`src/rtl/multicycle_ctrl.sv`:
```
// ----------------------------------------------------------------------------
// multicycle_ctrl
//
// Control FSM for a multicycle RV32I-style datapath. It sequences each
// instruction through FETCH -> DECODE -> EXEC -> (MEM) -> (WB). It drives the
// memory, instruction-register, immediate, PC and register-file strobes. It
// also counts retired instructions.
//
// Ports
//   clk           : clock, all state updates on the rising edge
//   rst           : asynchronous active-high reset
//   instr[31:0]   : instruction register contents (opcode and rd are decoded)
//   mem_ready     : memory accepts or returns data this cycle
//   branch_taken  : ALU branch-compare result, valid in EXEC
//   mem_req       : memory request
//   mem_we        : memory write (store)
//   mem_sel_data  : address select, 0 = PC, 1 = ALU result
//   ir_we         : instruction register load
//   imm_we        : immediate register load
//   pc_we         : PC load
//   pc_src[1:0]   : 0 = PC+4, 1 = PC+imm, 2 = ALU result
//   rf_we         : register-file write
//   wb_sel[1:0]   : 0 = ALU, 1 = memory data, 2 = PC+4
//   illegal       : sticky illegal-opcode flag (set while in TRAP)
//   state[2:0]    : current FSM state
//   instret[31:0] : retired-instruction counter
// ----------------------------------------------------------------------------
module multicycle_ctrl (
    input  logic        clk,
    input  logic        rst,
    input  logic [31:0] instr,
    input  logic        mem_ready,
    input  logic        branch_taken,
    output logic        mem_req,
    output logic        mem_we,
    output logic        mem_sel_data,
    output logic        ir_we,
    output logic        imm_we,
    output logic        pc_we,
    output logic [1:0]  pc_src,
    output logic        rf_we,
    output logic [1:0]  wb_sel,
    output logic        illegal,
    output logic [2:0]  state,
    output logic [31:0] instret
);

    typedef enum logic [2:0] {
        FETCH  = 3'd0,
        DECODE = 3'd1,
        EXEC   = 3'd2,
        MEM    = 3'd3,
        WB     = 3'd4,
        TRAP   = 3'd7
    } state_t;

    localparam logic [6:0] OP_LUI    = 7'b0110111;
    localparam logic [6:0] OP_AUIPC  = 7'b0010111;
    localparam logic [6:0] OP_JAL    = 7'b1101111;
    localparam logic [6:0] OP_JALR   = 7'b1100111;
    localparam logic [6:0] OP_BRANCH = 7'b1100011;
    localparam logic [6:0] OP_LOAD   = 7'b0000011;
    localparam logic [6:0] OP_STORE  = 7'b0100011;
    localparam logic [6:0] OP_IMM    = 7'b0010011;
    localparam logic [6:0] OP_OP     = 7'b0110011;

    state_t      state_q;
    state_t      state_d;
    logic [31:0] instret_q;
    logic        retire;
    logic [6:0]  opcode;
    logic [4:0]  rd;
    logic        legal;

    assign opcode = instr[6:0];
    assign rd     = instr[11:7];

    // Only the opcode and rd fields steer control; the rest of the word feeds
    // the immediate extender and register file outside this block.
    logic unused_instr_bits;
    assign unused_instr_bits = ^instr[31:12];

    always_comb begin
        unique case (opcode)
            OP_LUI, OP_AUIPC, OP_JAL, OP_JALR, OP_BRANCH,
            OP_LOAD, OP_STORE, OP_IMM, OP_OP: legal = 1'b1;
            default:                          legal = 1'b0;
        endcase
    end

    // NOTE: sequential state uses non-blocking assignments so every register
    // samples pre-edge values, independent of statement or process order.
    always_ff @(posedge clk or posedge rst) begin
        if (rst) begin
            state_q <= FETCH;
        end else begin
            state_q <= state_d;
        end
    end

    // Wraps naturally from 0xFFFFFFFF to 0.
    always_ff @(posedge clk or posedge rst) begin
        if (rst) begin
            instret_q <= '0;
        end else if (retire) begin
            instret_q <= instret_q + 32'd1;
        end
    end

    // NOTE: every output of this block gets a default before the case, so no
    // path leaves a variable unassigned and no latch is inferred.
    always_comb begin
        state_d      = state_q;
        mem_req      = 1'b0;
        mem_we       = 1'b0;
        mem_sel_data = 1'b0;
        ir_we        = 1'b0;
        imm_we       = 1'b0;
        pc_we        = 1'b0;
        pc_src       = 2'd0;
        rf_we        = 1'b0;
        wb_sel       = 2'd0;
        illegal      = 1'b0;
        retire       = 1'b0;

        case (state_q)
            FETCH: begin
                mem_req = 1'b1;
                if (mem_ready) begin
                    ir_we   = 1'b1;
                    state_d = DECODE;
                end
            end

            DECODE: begin
                imm_we  = 1'b1;
                state_d = legal ? EXEC : TRAP;
            end

            EXEC: begin
                if (opcode == OP_BRANCH) begin
                    pc_we   = 1'b1;
                    pc_src  = branch_taken ? 2'd1 : 2'd0;
                    retire  = 1'b1;
                    state_d = FETCH;
                end else if (opcode == OP_LOAD || opcode == OP_STORE) begin
                    state_d = MEM;
                end else begin
                    state_d = WB;
                end
            end

            MEM: begin
                mem_req      = 1'b1;
                mem_sel_data = 1'b1;
                mem_we       = (opcode == OP_STORE);
                if (mem_ready) begin
                    if (opcode == OP_STORE) begin
                        pc_we   = 1'b1;
                        retire  = 1'b1;
                        state_d = FETCH;
                    end else begin
                        state_d = WB;
                    end
                end
            end

            WB: begin
                rf_we   = (rd != 5'd0);
                pc_we   = 1'b1;
                retire  = 1'b1;
                state_d = FETCH;
                if (opcode == OP_LOAD) begin
                    wb_sel = 2'd1;
                end else if (opcode == OP_JAL || opcode == OP_JALR) begin
                    wb_sel = 2'd2;
                end
                if (opcode == OP_JAL) begin
                    pc_src = 2'd1;
                end else if (opcode == OP_JALR) begin
                    pc_src = 2'd2;
                end
            end

            TRAP: begin
                illegal = 1'b1;
                state_d = TRAP;
            end

            default: begin
                state_d = FETCH;
            end
        endcase

        // The state register resets asynchronously to FETCH, which would
        // otherwise raise mem_req while rst is still high. Masking here keeps
        // the request and all write enables low for the whole reset window,
        // including a reset that lands mid-FETCH or mid-MEM.
        if (rst) begin
            mem_req      = 1'b0;
            mem_we       = 1'b0;
            mem_sel_data = 1'b0;
            ir_we        = 1'b0;
            imm_we       = 1'b0;
            pc_we        = 1'b0;
            pc_src       = 2'd0;
            rf_we        = 1'b0;
            wb_sel       = 2'd0;
            illegal      = 1'b0;
            retire       = 1'b0;
        end
    end

    assign state   = state_q;
    assign instret = instret_q;

endmodule

```
`config.mk`:
```
export PLATFORM = sky130hd
export DESIGN_NAME = multicycle_ctrl
export DESIGN_NICKNAME = d
export VERILOG_FILES = /design/src/rtl/multicycle_ctrl.sv
export SDC_FILE = /design/constraint.sdc
export NUM_CORES = 1
export LEC_CHECK = 0
export ABC_CLOCK_PERIOD_IN_PS = 2360
export CAP_MARGIN = 20
export CORE_MARGIN = 5
export CORE_UTILIZATION = 38
export CTS_CLUSTER_SIZE = 30
export DETAILED_ROUTE_END_ITERATION = 8
export GPL_TIMING_DRIVEN = 0
export PLACE_DENSITY = 0.72
export SETUP_SLACK_MARGIN = 0.2
export SLEW_MARGIN = 20
export SYNTH_ARGS = -nofsm -noshare
export SYNTH_HDL_FRONTEND = slang
export SYNTH_SLANG_ARGS = --single-unit
export TNS_END_PERCENT = 10
```
`constraint.sdc`:
```
create_clock -name clk -period 2.36 [get_ports clk]
set_input_delay 0.472 -clock clk [delete_from_list [all_inputs] [get_ports clk]]
set_output_delay 0.472 -clock clk [all_outputs]
set_load 0.005 [all_outputs]
```
==> metrics.yaml, run 1 <==
status: "completed"
stdcell_count: 354
antennaDiodeCount: 0
finish.net_count: 322
power.density_mw_per_mm2: 642
htreeDepth: 2
core_area_mm2: 0.00504
grt_overflow_total: 0
fmax_ghz: 0.435
path_clk_slew_ns: 0.07
start_util_pct: 38.6
numClockSinks: 35
cts_buffers: 5
hold_viol_final: 0
fill_cells: 445
yosysTopAreaCellShare_pct: 45.0
grt_max_degree: 20
rsz0062_at_grt: "yes"
critPathMaxStageDelay_ns: 0.38
path_max_fanout: 5
port_buffers: 62
crit_type: "reg -> out"
grt_pass1_vias: 1949
drt-total-wl_mm: 5.54
dp_hpwl_mm: 3.73
worst_setup_path_end_kind: "output port"
worst_setup_path_start_kind: "register"
final.min_clock_period_ns: 2.30
grt_antenna_before_repair: 0
fin_skew_ns: 0.0100
die_h_um: 81.6
netlist_area_mm2: 0.00195
max_slew.worst_pin.slew_ns: 0.908
setup_viol: 0
vias: 1874
arrival_ns: 1.82
drt-pass1-iter-count: 4
p_leak_nw: 1.26
dieArea_mm2: 0.00665
gp_routability_congestion: 0.858
wl_met1_mm: 2.48
layout-drive-gt1-share_pct: 15.1
synth.yosys.seq_area_share_pct: 45.0
cp_num_cells: 7
fin_crit_sh_pct: 97.3
cap_violations: 0
peakVddDrop_v: 0.000359
mostFrequentLayoutCells: "clkdlybuf4s50_1 (44), dfrtp_1 (34), nor2_1 (19)"
clockBufferDepth: 2
postLayoutCoreUtil_pct: 56.9
synth.avg_cell_area_um2: 9.58
dr_wl_met2_mm: 2.68
cp_slowest_cell: "dfrtp_1"
drv_slew: 0
synth_nets: 240
cp_num_buf_inv: 4
clock_latency_ns: 0.29
drtIter0Drc: 93
root_buffer: "clkbuf_8"
cts_tree: "done"
viasPerCell: 5.29
cpMostUsedCell: "buf_6"
ys_ff_latch: 35
r2r_cells: 10
topRoutingLayerUsed: "met4"
ios: 83
grtUsageTotal_pct: 18.7
yosysTopAreaCell: "dfrtp_1"
critPathTopFamily: "simple AND/OR/NAND/NOR gates"
min_path_type: "in -> async"
die_w_um: 81.6
crit_required_ns: 1.89
rows: 26
synthCells: 203
synth_area_leaders: "dfrtp_1 (45%), xor2_1 (7.2%), xnor2_1 (6.8%)"
drc: 0
met3WireLength_um: 278
cp_cell_sequence: "buf_6 > and4bb_1 > and4bb_4 > a211oi_4 > inv_2 > buf_6 > clkbuf_2"
ys_types: 38
place_inst: 335
syn2layout_area_growth_pct: 47.5
yosys_warnings: 0
final_antenna_net_count: 0
grt_first_pass_wirelength_mm: 9.58
wl_per_cell_um: 15.6
relSlewSlack_pct: 39.1
layout_commonest_cell: "clkdlybuf4s50_1"
## metrics by stage
| stage | setup TNS [ns] | hold WS [ns] | setup WS [ns] | power [mW] | cell area [µm²] |
|---|---|---|---|---|---|
| 2_1_floorplan | -0.0832 | 0.431 | -0.0832 | 1.06 | 1950 |
| 5_1_grt | -0.00561 | 0.322 | -0.00561 | 1.96 | 2870 |
| 6_report | 0 | 0.300 | 0.0633 | 1.84 | 2870 |
| 4_1_cts | -0.000862 | 0.294 | -0.000862 | 1.83 | 2860 |
| 3_3_place_gp | -38.93 | 0.459 | -1.69 | 1.34 | 2660 |
| 3_5_place_dp | -39.46 | 0.457 | -1.69 | 1.35 | 2660 |
## power breakdown
group          internal [mW]  switching [mW]  total [mW]
combinational          0.350           0.358       0.708
clock                  0.196           0.208       0.404
sequential             0.656          0.0746       0.730
total                   1.20           0.641        1.84
## sequential cells by signal, summed over array words and instances (netlist names)
signal	count
state	3
instret	32
## per-layer routing
metal | global-route usage, % | up-vias
met2 | 30.1 | 57
met4 | 6.93 | 0
li1 | - | 900
met3 | 3.62 | 12
met5 | 0 | -
met1 | 25.0 | 905
## worst min-delay path, cell delays in order
cell and delay [ns]:
buf_2 0.16, clkinvlp_4 0.11, buf_6 0.21
## timing repair
action                     in CTS  in global routing
resized for setup              46                  1
setup buffers                  10                  2
pin swaps                       7                  2
hold buffers                    0                  0
setup endpoints to repair      44                 11
gates cloned                    1                  0
## Yosys cell counts, drive strengths merged
library cell  count
nor2b             1
a211oi            1
nand2            12
inv               5
nand3            19
nand2b            2
and4bb            3
a21oi             4
clkbuf            3
o311ai            1
dfrtp            35
o21ai             2
a221oi            1
xnor2            15
nand4            18
o31ai             1
and2              2
nor4              8
nor3              8
nor3b             1
xor2             16
mux2i             1
nand4bb           1
nor2             21
or2               1
buf               4
maj3              1
and3              7
ha                1
a31oi             1
nand3b            2
and4              2
nor4b             3
## final timing paths
path	start	to	slack [ns]
setup / recovery	state[0]	pc_we	0.06
hold / removal	rst	instret[27]	0.30
setup reg to reg	state[0]	instret[5]	0.20
hold reg to reg	instret[31]	instret[31]	0.46
max in group asynchronous	rst	instret[24]	1.50
min in group clk	instret[31]	instret[31]	0.46
## cells by family after synthesis
logic type | count (synthesis) | synth area share [%]
buf+inv | 12 | 2.89
compound gates | 11 | 4.18
flops | 35 | 45.0
xor+xnor | 31 | 14.0
fa+ha+maj | 2 | 1.16
mux | 1 | 0.514
simple gates | 111 | 32.3
## area by class of cell
class | count | area (µm²) | area share, %
Timing Repair inverter | 1 | 5.00 | 0.174
Timing Repair Buffer | 74 | 689 | 24.0
Inverter | 5 | 22.5 | 0.785
Sequential cell | 35 | 877 | 30.6
Clock inverter | 1 | 7.51 | 0.262
Tap cell | 70 | 87.6 | 3.05
Multi-Input combinational cell | 156 | 1060 | 37.0
Buffer | 7 | 50.0 | 1.74
Clock buffer | 5 | 68.8 | 2.40
(Power assumes the default switching activity.)
==> run 2: changes to the inputs <==
--- a/config.mk
+++ b/config.mk
@@ -9,7 +9,6 @@
 export CAP_MARGIN = 20
 export CORE_MARGIN = 5
 export CORE_UTILIZATION = 38
-export CTS_CLUSTER_SIZE = 30
 export DETAILED_ROUTE_END_ITERATION = 8
 export GPL_TIMING_DRIVEN = 0
 export PLACE_DENSITY = 0.72
==> results of run 2 <==
The final DEF is identical to that of run 1; final timing and power are the same.
